`config.mk`:
```
export PLATFORM = sky130hd
export DESIGN_NAME = psum_deskew_collector
export DESIGN_NICKNAME = d
export VERILOG_FILES = /design/src/rtl/psum_deskew_collector.sv
export SDC_FILE = /design/constraint.sdc
export NUM_CORES = 1
export LEC_CHECK = 0
export BUFFER_PORTS_ARGS = -buffer_cell sky130_fd_sc_hd__buf_2
export CAP_MARGIN = 30
export CORE_MARGIN = 1.5
export CORE_UTILIZATION = 55
export DETAILED_ROUTE_END_ITERATION = 16
export GPL_ROUTABILITY_DRIVEN = 0
export GPL_TIMING_DRIVEN = 0
export HOLD_SLACK_MARGIN = 0.08
export PLACE_DENSITY = 0.81
export SYNTH_ARGS = -nofsm -noshare
export SYNTH_HDL_FRONTEND = slang
export SYNTH_SLANG_ARGS = --single-unit
```
`constraint.sdc`:
```
create_clock -name clk -period 9.75 [get_ports clk]
set_input_delay 0.975 -clock clk [delete_from_list [all_inputs] [get_ports clk]]
set_output_delay 0.975 -clock clk [all_outputs]
set_load 0.02 [all_outputs]
```
`src/rtl/psum_deskew_collector.sv`:
```
// psum_deskew_collector: captures one skewed row of systolic-array column outputs, then drains it in column order.
// Latency: column 0 is sampled LATENCY edges after start, column c SKEW*c edges later; first word is valid the cycle after the last sample.
// Backpressure: out_valid/out_ready handshake; words hold stable for any number of stalled cycles, start is ignored while busy.
//
// Ports:
//   clk, rst            - clock, asynchronous active-high reset
//   start               - one-cycle request to collect a row (only honoured in IDLE)
//   psum_col_out_vec    - array column outputs, column c at [c*DATA_W +: DATA_W]
//   busy                - high whenever the FSM is not in IDLE
//   out_valid/out_ready - output handshake
//   out_data/out_col    - collected word and its column index
//   out_last            - marks the column N_COLS-1 word
module psum_deskew_collector #(
   parameter int N_COLS  = 8,
   parameter int DATA_W  = 32,
   parameter int LATENCY = 17,
   parameter int SKEW    = 1,
   localparam int COL_W  = (N_COLS > 1) ? $clog2(N_COLS) : 1
) (
   input  logic                       clk,
   input  logic                       rst,
   input  logic                       start,
   input  logic [N_COLS*DATA_W-1:0]   psum_col_out_vec,
   output logic                       busy,
   output logic                       out_valid,
   input  logic                       out_ready,
   output logic [DATA_W-1:0]          out_data,
   output logic [COL_W-1:0]           out_col,
   output logic                       out_last
);

   // Counter sized for the full span from start to the last sample.
   localparam int SPAN  = LATENCY + (N_COLS - 1) * SKEW;
   localparam int CNT_W = $clog2(SPAN + 1);
   localparam logic [COL_W-1:0] LAST_COL = COL_W'(N_COLS - 1);

   typedef enum logic [1:0] {
      IDLE    = 2'd0,
      WAIT    = 2'd1,
      CAPTURE = 2'd2,
      DRAIN   = 2'd3
   } state_t;

   state_t             state, state_nxt;
   logic [CNT_W-1:0]   cnt;
   // Shared index: column being captured in WAIT/CAPTURE, word being drained in DRAIN.
   logic [COL_W-1:0]   idx;
   logic [DATA_W-1:0]  buffer [N_COLS];
   logic               sample;

   // Next-state logic. The sample for column 0 happens on the edge that leaves WAIT,
   // which keeps LATENCY=1 legal (the counter is loaded with LATENCY-1 at start).
   always_comb begin
      state_nxt = state;
      sample    = 1'b0;
      case (state)
         IDLE: begin
            if (start) state_nxt = WAIT;
         end
         WAIT: begin
            if (cnt == '0) begin
               sample    = 1'b1;
               state_nxt = (N_COLS == 1) ? DRAIN : CAPTURE;
            end
         end
         CAPTURE: begin
            if (cnt == '0) begin
               sample = 1'b1;
               if (idx == LAST_COL) state_nxt = DRAIN;
            end
         end
         DRAIN: begin
            if (out_ready && idx == LAST_COL) state_nxt = IDLE;
         end
         default: state_nxt = IDLE;
      endcase
   end

   always_ff @(posedge clk or posedge rst) begin
      if (rst) state <= IDLE;
      else     state <= state_nxt;
   end

   // Counter, index and capture buffer.
   always_ff @(posedge clk or posedge rst) begin
      if (rst) begin
         cnt <= '0;
         idx <= '0;
         for (int i = 0; i < N_COLS; i++) buffer[i] <= '0;
      end else begin
         case (state)
            IDLE: begin
               if (start) begin
                  cnt <= CNT_W'(LATENCY - 1);
                  idx <= '0;
               end
            end
            WAIT, CAPTURE: begin
               if (sample) begin
                  buffer[idx] <= psum_col_out_vec[idx*DATA_W +: DATA_W];
                  cnt         <= CNT_W'(SKEW - 1);
                  // Wrap to 0 after the last column so DRAIN starts at word 0.
                  idx         <= (idx == LAST_COL) ? '0 : idx + 1'b1;
               end else begin
                  cnt <= cnt - 1'b1;
               end
            end
            DRAIN: begin
               if (out_ready) idx <= (idx == LAST_COL) ? '0 : idx + 1'b1;
            end
            default: ;
         endcase
      end
   end

   assign busy      = (state != IDLE);
   assign out_valid = (state == DRAIN);
   assign out_data  = out_valid ? buffer[idx] : '0;
   assign out_col   = out_valid ? idx : '0;
   assign out_last  = out_valid && (idx == LAST_COL);

endmodule

```
After elaboration in Yosys (flattened, before gate mapping). Cells that the tools add are included.

Bits in registers: 266. Logic and storage cells: 64.

$add $sub $neg: 2. Order comparisons: 2. Equal/unequal tests: 11. Shifts and indexed selects: 1. Mux-type cells: 24. Bitwise gates (word level): 1. Reductions and logical operators: 12.

Operator list (count): 256-bit bitwise mux (1); 256-bit by 9-bit indexed part select with 32-bit output (1); 32-bit 2-to-1 mux (4); 32-bit binary-select mux with 3-bit select (1); 32-bit demux with 3-bit select (1); 3-bit 2-to-1 mux (5); 2-bit 2-to-1 mux (5); 5-bit 2-to-1 mux (2); 5-bit case mux with 2 select lines (1); 3-bit case mux with 3 select lines (1); 2-bit inequality test, second input constant (4); 2-bit case mux with 4 select lines (1); 2-bit by 1-bit inequality test with 1-bit output, second input constant (3); 5-bit logical NOT (1); 5-bit AND reduction (1); 5-bit by 1-bit subtractor with 5-bit output, second input constant (1); 2-bit == test, second input constant (2); 4-bit greater-or-equal comparator, second input constant (1); 4-bit by 1-bit < comparator with 1-bit output, second input constant (1); 3-bit inverter with 4-bit output (1); 2-bit AND reduction (2); 2-bit nonzero test (2); 3-bit by 1-bit adder with 3-bit output, second input constant (1); 3-bit == test, second input constant (1); other kinds (6) (9).

Depth between registers and ports, before layout.
Depth in word-level cells: 6. Mapped depth: 9. Depth with buffers taken out: 6.

Worst setup path after synthesis. OpenSTA, ideal clock, no wires.

Path type: register to output. Start point: reg idx[2]. End point: out out_data[9]. Arrival time: 1823 ps. Required time: 8775 ps. Setup slack: 6952 ps. Stages on the path, launching flop included: 8. Path through: dfrtp_1 buf_4 buf_2 buf_4 buf_2 buf_2 a32oi_1 a21oi_1.

Longest elaborated chain between the ends: 5.

RTL lines: start: declaration (RTL line 47) `logic [COL_W-1:0] idx;`; start signal: assignment (RTL line 103) `idx <= (idx == LAST_COL) ? '0 : idx + 1'b1;`; start signal: assignment (RTL line 109) `if (out_ready) idx <= (idx == LAST_COL) ? '0 : idx + 1'b1;`; 3-bit inverter with 4-bit output (not written as such) (RTL line 118) `assign out_data = out_valid ? buffer[idx] : '0;`; 32-bit binary-select mux with 3-bit select (RTL line 118); 32-bit 2-to-1 mux (not written as such) (2 in a row) (RTL line 118); 32-bit 2-to-1 mux (RTL line 118); end: declaration (RTL line 27) `output logic [DATA_W-1:0] out_data,`.

Every way passes these cells. The select of a mux whose other input is x is not followed.

Worst setup path after layout.
Start point: reg idx[0]. End point: out out_data[17].

Same word-level chain as after synthesis.

==> impl_metrics.py <==
metrics = {
    "status": {
        "status": "complete, no violations",
    },
    "timing": {
        "clock_skew_ps": 16.4,
        "fin_crit_ps": 4540,
        "whs_ps": 397,
        "worst_slack_ps": 5210,
        "slew_violations": 0,
        "setup_viol": 0,
        "max_freq_mhz": 220,
        "fin_setup_tns_ps": 0,
        "hold_violations": 0,
        "relSlewSlack_pct": 28.5,
        "rsz0062_at_grt": "false",
        "worst_pin_slew_ps": 1070,
        "period_share_pct": 46.5,
    },
    "clock_network": {
        "numCtsBuffers": 27,
        "post_cts_buffers": 0,
        "clkLatencyLatePin_ps": 550,
        "ctsRootBufferMaster": "clkbuf_16",
        "clk_path_buf_depth": 3,
        "path_clk_slew_ps": 70,
        "htreeDepth": 1,
        "cts_hold_buffers": 0,
        "clock-sinks": 266,
        "cts_tree": "done",
        "post_cts_resized": 0,
    },
    "final_layout": {
        "drive_gt1_share_pct": 38.9,
        "finalNetCount": 1841,
        "fin_cells": 1912,
        "final_common_cell": "buf_2",
        "final_area_mm2": 0.0167,
        "syn_to_final_growth_pct": 20.7,
        "antennaDiodeCount": 0,
        "filler_cell_count": 1854,
        "mostFrequentLayoutCells": "buf_2, dfrtp_1, nand2_1",
        "fin_util_pct": 68.1,
    },
    "floorplan": {
        "pin_count": 298,
        "start_util_pct": 56.4,
        "dieArea_mm2": 0.0261,
        "die_w_um": 162,
        "die_h_um": 162,
        "core_mm2": 0.0245,
        "rows": 57,
    },
    "power_and_ir_drop": {
        "total_power_mw": 5.61,
        "combPwrFrac_pct": 49.9,
        "p_clk_share_pct": 18.4,
        "switching_power_mw": 2.43,
        "netSwitchingFraction_pct": 43.3,
        "ir_drop_mv": 0.236,
        "seqPwrFrac_pct": 31.7,
        "leakagePower_nw": 7.88,
        "power_density_mw_per_mm2": 336,
        "intPower_mw": 3.18,
    },
    "yosys": {
        "synth_top_area_cell": "dfrtp_1",
        "synth_nets": 1509,
        "synth_top_area_share_pct": 48.1,
        "ys_warn_count": 0,
        "synthArstFlopShare_pct": 100,
        "synthCells": 1240,
        "synth.distinct_cells": 60,
        "synth_flop_cell": "dfrtp_1",
        "ys_seq_area_share_pct": 48.1,
        "synth_seq_cells": 266,
        "syn-cell-area_mm2": 0.0138,
        "syn_avg_cell_area_um2": 11.2,
        "synth_edf_count": 0,
        "ys_top_cells_by_area": "dfrtp_1, mux2_2, mux4_2",
    },
    "setup_path": {
        "critPathKind": "register to primary output",
        "arrival_ps": 3560,
        "reg2reg_from": "state[0]",
        "rr_worst_depth": 8,
        "cp_num_buf_inv": 5,
        "slowest_delay_ps": 460,
        "crit_path_max_fanout": 10,
        "start_kind": "register",
        "cpMaxStageDelayCell": "nor2_1",
        "cpLargestDelayFamily": "buffers and inverters",
        "path_common_cell": "buf_4",
        "worstPathRequired_ps": 8780,
        "path_cells": "buf_2 -> buf_4 -> buf_4 -> buf_4 -> nand2b_1 -> nor2_1 -> a32oi_1 -> a41oi_1 -> buf_2",
        "crit_path_end_kind": "primary output",
        "r2r_setup_slack_ps": 6850,
        "timing.rr.end": "buffer[28]",
    },
    "routing": {
        "wl_per_cell_um": 29.0,
        "drtIter0Drc": 1917,
        "vias": 13000,
        "vias_per_cell": 6.79,
        "ant_nets": 0,
        "wl_um": 55400,
        "drt_first_pass_iters": 7,
        "drc_errors": 0,
    },
    "grt": {
        "globalRouteTotalUtil_pct": 42.2,
        "grt-ovfl-total": 0,
        "grt_max_degree": 120,
        "grt_pass1_vias": 13100,
        "grt_pass1_wl_um": 80200,
        "antenna_found_initial": 3,
    },
    "run": {
        "cap_violations": 0,
    },
    "hold_path": {
        "hold_class": "input pin to async pin",
    },
    "place": {
        "port_buffers": 297,
        "place_hpwl_um": 37900,
        "placed_area_mm2": 0.0158,
        "dp_cells": 1864,
        "dp_slack_ps": 5640,
    },
}
flip-flops by register name, indices dropped and copies added (netlist names):
signal and flops:
state 2, idx 3, buffer 256, cnt 5
final cells by class:
cell class | count | area [um^2] | share of cell area [%]
Buffer | 106 | 508 | 3.04
Sequential cell | 266 | 6660 | 39.8
Multi-Input combinational cell | 858 | 6640 | 39.7
Timing Repair Buffer | 303 | 1610 | 9.66
Clock inverter | 4 | 45.0 | 0.270
Tap cell | 324 | 405 | 2.43
Inverter | 10 | 45.0 | 0.270
Clock buffer | 41 | 798 | 4.78
worst max path at each step:
stage | slack [ps] | cells after the start | from | end
2_1_floorplan | 1450 | 1 | rst | buffer[0]
3_3_place_gp | -1230 | 2 | rst | cnt[1]
3_5_place_dp | 5640 | 8 | idx[2] | out_data[16]
4_1_cts | 5050 | 8 | idx[2] | out_data[16]
5_1_grt | 5180 | 9 | idx[0] | out_data[17]
6_report | 5210 | 9 | idx[0] | out_data[17]
cell usage after synthesis, drive strengths merged, types with 3 or more instances:
| library cell | n |
|---|---|
| a211oi | 3 |
| a21oi | 32 |
| a221o | 8 |
| a221oi | 16 |
| a22o | 27 |
| a22oi | 31 |
| a32oi | 9 |
| and2 | 5 |
| and3 | 11 |
| buf | 63 |
| clkbuf | 43 |
| dfrtp | 266 |
| ha | 9 |
| inv | 9 |
| mux2 | 159 |
| mux2i | 38 |
| mux4 | 43 |
| nand2 | 195 |
| nand2b | 4 |
| nand3 | 5 |
| nand4 | 7 |
| nor2 | 39 |
| nor2b | 8 |
| nor3 | 7 |
| o21a | 9 |
| o21ai | 158 |
| o22ai | 6 |
| o2bb2ai | 5 |
| or2 | 3 |
logic make-up (layout without fill, tap and decap cells):
family | count (synthesis) | in the layout | share of synthesized area [%]
AO/OA/AOI/OAI | 320 | 320 | 14.7
adder cells (fa/ha/maj) | 9 | 9 | 0.814
buffers and inverters | 116 | 464 | 3.94
flip-flops | 266 | 266 | 48.1
multiplexers | 240 | 240 | 23.0
AND/OR/NAND/NOR | 289 | 289 | 9.49
worst reg2reg max path: cells and delay by family (launching register included):
kind / cells / cell delay, ps
AOI/OAI and AO/OA: 1 / 200
and+or+nand+nor: 1 / 160
adders and majority gates: 1 / 290
DFF: 1 / 410
buffers and inverters: 5 / 1670
power groups by stage:
| stage | registers [mW] | clock network [mW] | logic [mW] |
|---|---|---|---|
| 2_1_floorplan | 1.68 | 0 | 1.76 |
| 3_3_place_gp | 1.75 | 0 | 2.57 |
| 3_5_place_dp | 1.77 | 0 | 2.65 |
| 4_1_cts | 1.76 | 1.01 | 2.68 |
| 5_1_grt | 1.81 | 1.05 | 2.91 |
| 6_report | 1.78 | 1.03 | 2.80 |
per-layer routing:
layer | GRT usage [%] | part of all wire (%) | vias up
met5 | 0 | 0.018 | -
li1 | - | - | 5183
met4 | 26.5 | 7.5 | 2
met1 | 51.7 | 35 | 6287
met3 | 15.5 | 14 | 309
met2 | 63.6 | 43 | 1199
Power figures use the tool's default switching activity.
